==> src/rtl/phys_reg_free_list_if.sv <==
// Rename-stage free-list bus: dispatch allocate, commit retire/release, flush,
// and the free-list status returned to dispatch.
interface phys_reg_free_list_if #(
  parameter int unsigned NUM_PHYS = 64,
  parameter int unsigned NUM_ARCH = 32
);
  localparam int unsigned DEPTH  = NUM_PHYS - NUM_ARCH;
  localparam int unsigned PREG_W = $clog2(NUM_PHYS);
  localparam int unsigned PTR_W  = $clog2(DEPTH) + 1;

  logic              alloc_req;
  logic [PREG_W-1:0] alloc_preg;
  logic              fl_empty;
  logic              retire_alloc;
  logic              free_valid;
  logic [PREG_W-1:0] free_preg;
  logic              flush;
  logic [PTR_W-1:0]  free_count;
  logic              underflow_err;
  logic              overflow_err;

  modport master (
    output alloc_req, retire_alloc, free_valid, free_preg, flush,
    input  alloc_preg, fl_empty, free_count, underflow_err, overflow_err
  );

  modport slave (
    input  alloc_req, retire_alloc, free_valid, free_preg, flush,
    output alloc_preg, fl_empty, free_count, underflow_err, overflow_err
  );
endinterface

==> src/rtl/phys_reg_free_list.sv <==
// Circular physical-register free list with speculative head, committed head
// and tail; flush rewinds the speculative head to the committed head.
module phys_reg_free_list #(
  parameter int unsigned NUM_PHYS = 64,
  parameter int unsigned NUM_ARCH = 32
) (
  input  logic                  clk,
  input  logic                  rst_n,
  phys_reg_free_list_if.slave   fl
);
  localparam int unsigned DEPTH  = NUM_PHYS - NUM_ARCH;
  localparam int unsigned PREG_W = $clog2(NUM_PHYS);
  localparam int unsigned PTR_W  = $clog2(DEPTH) + 1;
  localparam int unsigned IDX_W  = PTR_W - 1;

  logic [PREG_W-1:0] mem_q [DEPTH];
  logic [PTR_W-1:0]  spec_head_q, spec_head_d;
  logic [PTR_W-1:0]  cmt_head_q, cmt_head_d;
  logic [PTR_W-1:0]  tail_q, tail_d;
  logic              underflow_q, underflow_d;
  logic              overflow_q, overflow_d;
  logic              empty, full, cmt_caught_up;
  logic              do_alloc, do_retire, do_free;

  assign empty         = (spec_head_q == tail_q);
  assign full          = ((tail_q - cmt_head_q) == PTR_W'(DEPTH));
  assign cmt_caught_up = (cmt_head_q == spec_head_q);

  assign fl.alloc_preg    = mem_q[spec_head_q[IDX_W-1:0]];
  assign fl.fl_empty      = empty;
  assign fl.free_count    = tail_q - spec_head_q;
  assign fl.underflow_err = underflow_q;
  assign fl.overflow_err  = overflow_q;

  always_comb begin
    do_alloc  = fl.alloc_req && !empty && !fl.flush;
    do_retire = fl.retire_alloc && !cmt_caught_up;
    do_free   = fl.free_valid && !full;

    cmt_head_d  = cmt_head_q + PTR_W'(do_retire);
    // Flush rewinds to the committed head including this cycle's retire.
    spec_head_d = fl.flush ? cmt_head_d : spec_head_q + PTR_W'(do_alloc);
    tail_d      = tail_q + PTR_W'(do_free);

    underflow_d = underflow_q
                | (fl.alloc_req && empty && !fl.flush)
                | (fl.retire_alloc && cmt_caught_up);
    overflow_d  = overflow_q | (fl.free_valid && full);
  end

  always_ff @(posedge clk or negedge rst_n) begin
    if (!rst_n) begin
      for (int unsigned i = 0; i < DEPTH; i++) begin
        mem_q[i] <= PREG_W'(NUM_ARCH + i);
      end
      spec_head_q <= '0;
      cmt_head_q  <= '0;
      tail_q      <= PTR_W'(DEPTH);
      underflow_q <= 1'b0;
      overflow_q  <= 1'b0;
    end else begin
      if (do_free) begin
        mem_q[tail_q[IDX_W-1:0]] <= fl.free_preg;
      end
      spec_head_q <= spec_head_d;
      cmt_head_q  <= cmt_head_d;
      tail_q      <= tail_d;
      underflow_q <= underflow_d;
      overflow_q  <= overflow_d;
    end
  end
endmodule

==> src/flat_wrapper.sv <==
// flat-port wrapper written by rule: the top's interface ports become plain ports
module phys_reg_free_list_flat 
#(
  parameter int unsigned NUM_PHYS = 64,
  parameter int unsigned NUM_ARCH = 32
)
  (clk, rst_n, fl_alloc_req, fl_retire_alloc, fl_free_valid, fl_free_preg, fl_flush, fl_alloc_preg, fl_fl_empty, fl_free_count, fl_underflow_err, fl_overflow_err);
  phys_reg_free_list_if #(.NUM_PHYS(NUM_PHYS), .NUM_ARCH(NUM_ARCH)) fl_i ();
  input  logic clk;
  input  logic rst_n;
  input wire logic [$bits(fl_i.alloc_req)-1:0] fl_alloc_req;
  input wire logic [$bits(fl_i.retire_alloc)-1:0] fl_retire_alloc;
  input wire logic [$bits(fl_i.free_valid)-1:0] fl_free_valid;
  input wire logic [$bits(fl_i.free_preg)-1:0] fl_free_preg;
  input wire logic [$bits(fl_i.flush)-1:0] fl_flush;
  output wire logic [$bits(fl_i.alloc_preg)-1:0] fl_alloc_preg;
  output wire logic [$bits(fl_i.fl_empty)-1:0] fl_fl_empty;
  output wire logic [$bits(fl_i.free_count)-1:0] fl_free_count;
  output wire logic [$bits(fl_i.underflow_err)-1:0] fl_underflow_err;
  output wire logic [$bits(fl_i.overflow_err)-1:0] fl_overflow_err;
  assign fl_i.alloc_req = fl_alloc_req;
  assign fl_i.retire_alloc = fl_retire_alloc;
  assign fl_i.free_valid = fl_free_valid;
  assign fl_i.free_preg = fl_free_preg;
  assign fl_i.flush = fl_flush;
  assign fl_alloc_preg = fl_i.alloc_preg;
  assign fl_fl_empty = fl_i.fl_empty;
  assign fl_free_count = fl_i.free_count;
  assign fl_underflow_err = fl_i.underflow_err;
  assign fl_overflow_err = fl_i.overflow_err;
  phys_reg_free_list #(.NUM_PHYS(NUM_PHYS), .NUM_ARCH(NUM_ARCH)) u_core (.clk(clk), .rst_n(rst_n), .fl(fl_i));
endmodule
==> config.mk <==
export PLATFORM = sky130hd
export DESIGN_NAME = phys_reg_free_list_flat
export DESIGN_NICKNAME = d
export VERILOG_FILES = /design/src/rtl/phys_reg_free_list_if.sv /design/src/rtl/phys_reg_free_list.sv /design/src/flat_wrapper.sv
export SDC_FILE = /design/constraint.sdc
export NUM_CORES = 1
export LEC_CHECK = 0
export ABC_AREA = 1
export CORE_AREA = 2 2 157 159
export CTS_CLUSTER_SIZE = 24
export DETAILED_ROUTE_END_ITERATION = 10
export DIE_AREA = 0 0 159 161
export PLACE_DENSITY = 0.66
export SLEW_MARGIN = 20
export SYNTH_ARGS = -nofsm -noshare
export SYNTH_HDL_FRONTEND = slang
export SYNTH_SLANG_ARGS = --single-unit
==> constraint.sdc <==
create_clock -name clk -period 4.85 [get_ports clk]
set_input_delay 0.7275 -clock clk [delete_from_list [all_inputs] [get_ports clk]]
set_output_delay 0.7275 -clock clk [all_outputs]
set_load 0.005 [all_outputs]
==> impl_summary.txt, run 1 <==
----------------------------------------------------
[Outcome]
  Outcome ... complete, no violations

[Logic synthesis]
  Dominant combinational cell family by area after synthesis ... simple AND/OR/NAND/NOR gates
  Synthesized netlist net count ... 1,521
  Area fraction in compound gates after synthesis ... between 7 and 8%
  Mean instance size in the synthesized netlist ... ~7.9 sq um
  Seq/Total Area, Yosys ... a little under half
  Post-synthesis instance area ... 0.0117 sq mm
  Number of unique standard cell types used by synthesis ... 30
  Synth Warn # ... 0
  Post-Synthesis Cells ... ~1,500
  Share of synthesized cell area in and, or, nand and nor gates ... a little over a third
  XOR/XNOR Fraction of Synth Area ... roughly 1.3%
  Adder-Cell Fraction of Synth Area ... around 1.9%
  Flip-flop and latch count after synthesis ... 212
  Proportion of synthesized area in mux cells ... 0%

[Timing]
  Share of the cycle needed by the critical path after routing ... ~86%
  Actual transition at the worst max-transition pin ... about 0.93 ns
  Unrepaired setup endpoints after global routing ... false
  Setup-failing EPs final ... 0
  Slew HR ... a little under two fifths
  Final-layout setup total negative slack ... 0 ns
  Final setup slack of the worst path ... 0.675 ns
  Maximum clock skew at final layout ... 0.0213 ns
  Time the worst path needs with I/O delays and setup ... 4.18 ns
  Fmax ... about 0.24 GHz
  Final hold violation count ... 0
  Fin. max-slew vios ... 0

[Worst setup path]
  Nature of the critical path startpoint ... flop
  Worst r2r path cells ... 10
  Highest fanout seen on the critical path ... 51
  Critical path's largest stage delay ... ~0.7 ns
  Ordered cell list for the critical path ... inv_2, buf_12, nand2_1, nand3_1, nand3_1, nand2_1, a21oi_1, nand2_1, nand2_1, inv_1, clkdlybuf4s50_1
  Kind of capture point of the worst setup path ... output port
  Data required time at the worst endpoint ... approximately 4.1 ns
  Top cell by count, worst path ... sky130_fd_sc_hd__nand2_1
  Terminus of the critical flop-to-flop path ... u_core.spec_head_q[4]$_DFF_PN0_
  CP max-delay cell ... sky130_fd_sc_hd__dfrtp_4
  Reg-to-reg slack, setup ... about 1.6 ns
  Startpoint of the worst register-to-register path ... u_core.spec_head_q[0]$_DFF_PN0_
  Kind of critical path ... reg2out
  CP Data Arrival Time ... approximately 3.5 ns

[Detailed routing]
  Vias after detailed routing ... 10,600
  Remaining antenna violation count ... 0
  Number of remaining DRC errors ... 0
  Detailed Route WL ... between 30,000 and 40,000 um
  Number of iterations in the first detailed-routing pass ... 5
  Via/cell ratio ... 5.88
  Wirelength per Cell ... about 19 um
  Initial DRC count ... roughly 1,100

[GRT]
  Maximum number of pins on one net before global-route repair ... 110
  Number of antenna violations at the first check in global routing ... 0
  GR Overflow Total ... 0
  First-pass GRT wire length ... about 56,000 um
  GRT Total Usage ... 27.0%
  Via count of the first global-routing pass ... slightly below 10,000

[Finish]
  Number of nets in the layout ... about 1,500
  Share of layout cells above drive strength 1 ... 14.2%
  Share of the core filled with cells in the final layout ... a little over half
  Highest-count cells in the layout ignoring fill and taps ... sky130_fd_sc_hd__nand2_1, sky130_fd_sc_hd__nand4_1, sky130_fd_sc_hd__nor2_1, sky130_fd_sc_hd__dfstp_2, sky130_fd_sc_hd__o21ai_0
  Synthesis-to-finish area growth ... 9.47%
  Leading cell type in the layout, fill and taps excluded ... sky130_fd_sc_hd__nand2_1
  Final cell count without fillers ... 1,795
  Number of diodes ... 0

[CTS]
  Resized Gates After CTS ... 0
  Post-CTS setup buffers ... 0
  Number of sinks driven by the clock tree ... around 210
  CTS clk-pin slew, worst paths ... around 0.06 ns
  Clock Tree Root ... sky130_fd_sc_hd__clkbuf_16
  Max Buffers Root-to-Sink ... 3
  H-tree depth ... 1
  Clock latency reported for the late side of the worst-skew pair ... between 0.5 and 0.6 ns
  TritonCTS buffer count ... 24
  TritonCTS clock tree ... built
  Cts hold-fix bufs ... 0

[Placement]
  Pre-CTS setup slack ... ~1.2 ns
  Instance count after placement with tap cells included ... between 1,500 and 2,000
  Port bufs ... 26
  Placer Congestion ... 0.862
  Post-DP HPWL ... about 21,000 um

[Power]
  Pwr Density ... 730 mW/mm^2
  Static power due to leakage ... between 5 and 6 nW
  Worst vdd rail ir drop ... between 0.3 and 0.4 mV
  Total power after layout ... roughly 9.4 mW

[Floorplanning]
  Horizontal die dimension ... between 150 and 200 um
  Number of top-level pins ... 27
  Area of the die ... roughly 0.026 sq mm
  Initial Utilization ... approximately 49%
  Height of the chip ... about 160 um
  Core area ... around 0.024 sq mm
  Row Count ... between 50 and 60

[Job]
  Max-capacitance violation count ... 0

[Hold path]
  Path category of the worst min-delay check ... in2async

----------------------------------------------------
cells in the mapped netlist (all sizes together):
cell / instances / area [sq um]
nand4: 193 / 1210
clkbuf: 51 / 191
o21bai: 1 / 7.51
nor3: 1 / 5.00
buf: 56 / 390
nand3b: 6 / 45.0
dfstp: 113 / 2970
ha: 16 / 200
or2: 1 / 6.26
inv: 49 / 184
dfrtp: 99 / 2480
a21oi: 13 / 65.1
nand3: 68 / 500
nor2: 168 / 633
nor4: 3 / 18.8
clkinv: 4 / 15.0
xnor2: 2 / 17.5
o22ai: 17 / 106
o21ai: 106 / 531
o211ai: 24 / 180
xor2: 16 / 140
fa: 1 / 20.0
nand2: 484 / 1820
worst max-delay path: cells and delay by family, from the launching register on:
family,cells,cell delay (ns)
buffers and inverters,4,1.48
flip-flops,1,0.69
AO/OA/AOI/OAI,1,0.09
AND/OR/NAND/NOR,6,0.65
metal layers:
metal / global-route usage [%] / up-vias / wire (um)
met5: 0 / - / 0
met2: 41.8 / 447 / 15700
li1: - / 4997 / -
met3: 3.24 / 52 / 2340
met1: 40.1 / 5058 / 15800
met4: 7.69 / 0 / 815
logic make-up (layout without fill, tap and decap cells):
family                     Yosys count  in the layout
xor gates and xnor gates            18             18
adders and majority gates           17             17
AOI/OAI and AO/OA                  161            161
buffers and inverters              160            139
DFF                                212            212
and+or+nand+nor                    924            924
metrics by stage:
step | area [sq um] | hold WS, ns
CTS | 12800 | 0.362
global placement | 12000 | 0.448
global route | 12800 | 0.381
finish | 12800 | 0.308
floorplan | 11700 | 0.432
detailed placement | 12000 | 0.451
worst max path at each step:
stage,start,endpoint,depth (start not counted)
after global placement,u_core.spec_head_q[0]$_DFF_PN0_,fl_alloc_preg[3],11
after detailed placement,u_core.spec_head_q[0]$_DFF_PN0_,fl_alloc_preg[3],11
after global routing,u_core.spec_head_q[0]$_DFF_PN0_,fl_alloc_preg[3],11
final,u_core.spec_head_q[0]$_DFF_PN0_,fl_alloc_preg[3],11
after CTS,u_core.spec_head_q[0]$_DFF_PN0_,fl_alloc_preg[3],11
after floorplan,u_core.spec_head_q[2]$_DFF_PN0_,fl_free_count[5],10
power by group:
| part | switching [mW] | total (mW) | internal (mW) |
|---|---|---|---|
| Combinational | 2.57 | 4.00 | 1.43 |
| Clock | 0.737 | 1.90 | 1.16 |
| Sequential | 0.626 | 3.48 | 2.85 |
flip-flops by register name, indices dropped and copies added, names as in the netlist:
signal                   cells
u_core.tail_q                6
u_core.mem_q               192
u_core.fl.underflow_err      1
u_core.cmt_head_q            6
u_core.fl.overflow_err       1
u_core.spec_head_q           6
final cells by class:
class	instances	area [sq um]
fillers	2275	11100
multi-input cells	1120	5520
flip-flops and latches	212	5450
clock buffers	37	751
repair buffers	43	443
well taps	324	405
inverters	53	199
clock inverters	6	80.1
No activity file was read; power rests on OpenSTA's default activity.
==> inputs of run 2 (changes only) <==
--- a/config.mk
+++ b/config.mk
@@ -11,6 +11,7 @@
 export DETAILED_ROUTE_END_ITERATION = 10
 export DIE_AREA = 0 0 159 161
 export PLACE_DENSITY = 0.66
+export SKIP_CTS_REPAIR_TIMING = 1
 export SLEW_MARGIN = 20
 export SYNTH_ARGS = -nofsm -noshare
 export SYNTH_HDL_FRONTEND = slang
==> results of run 2 <==
The final DEF is identical to that of run 1; final timing and power are the same.
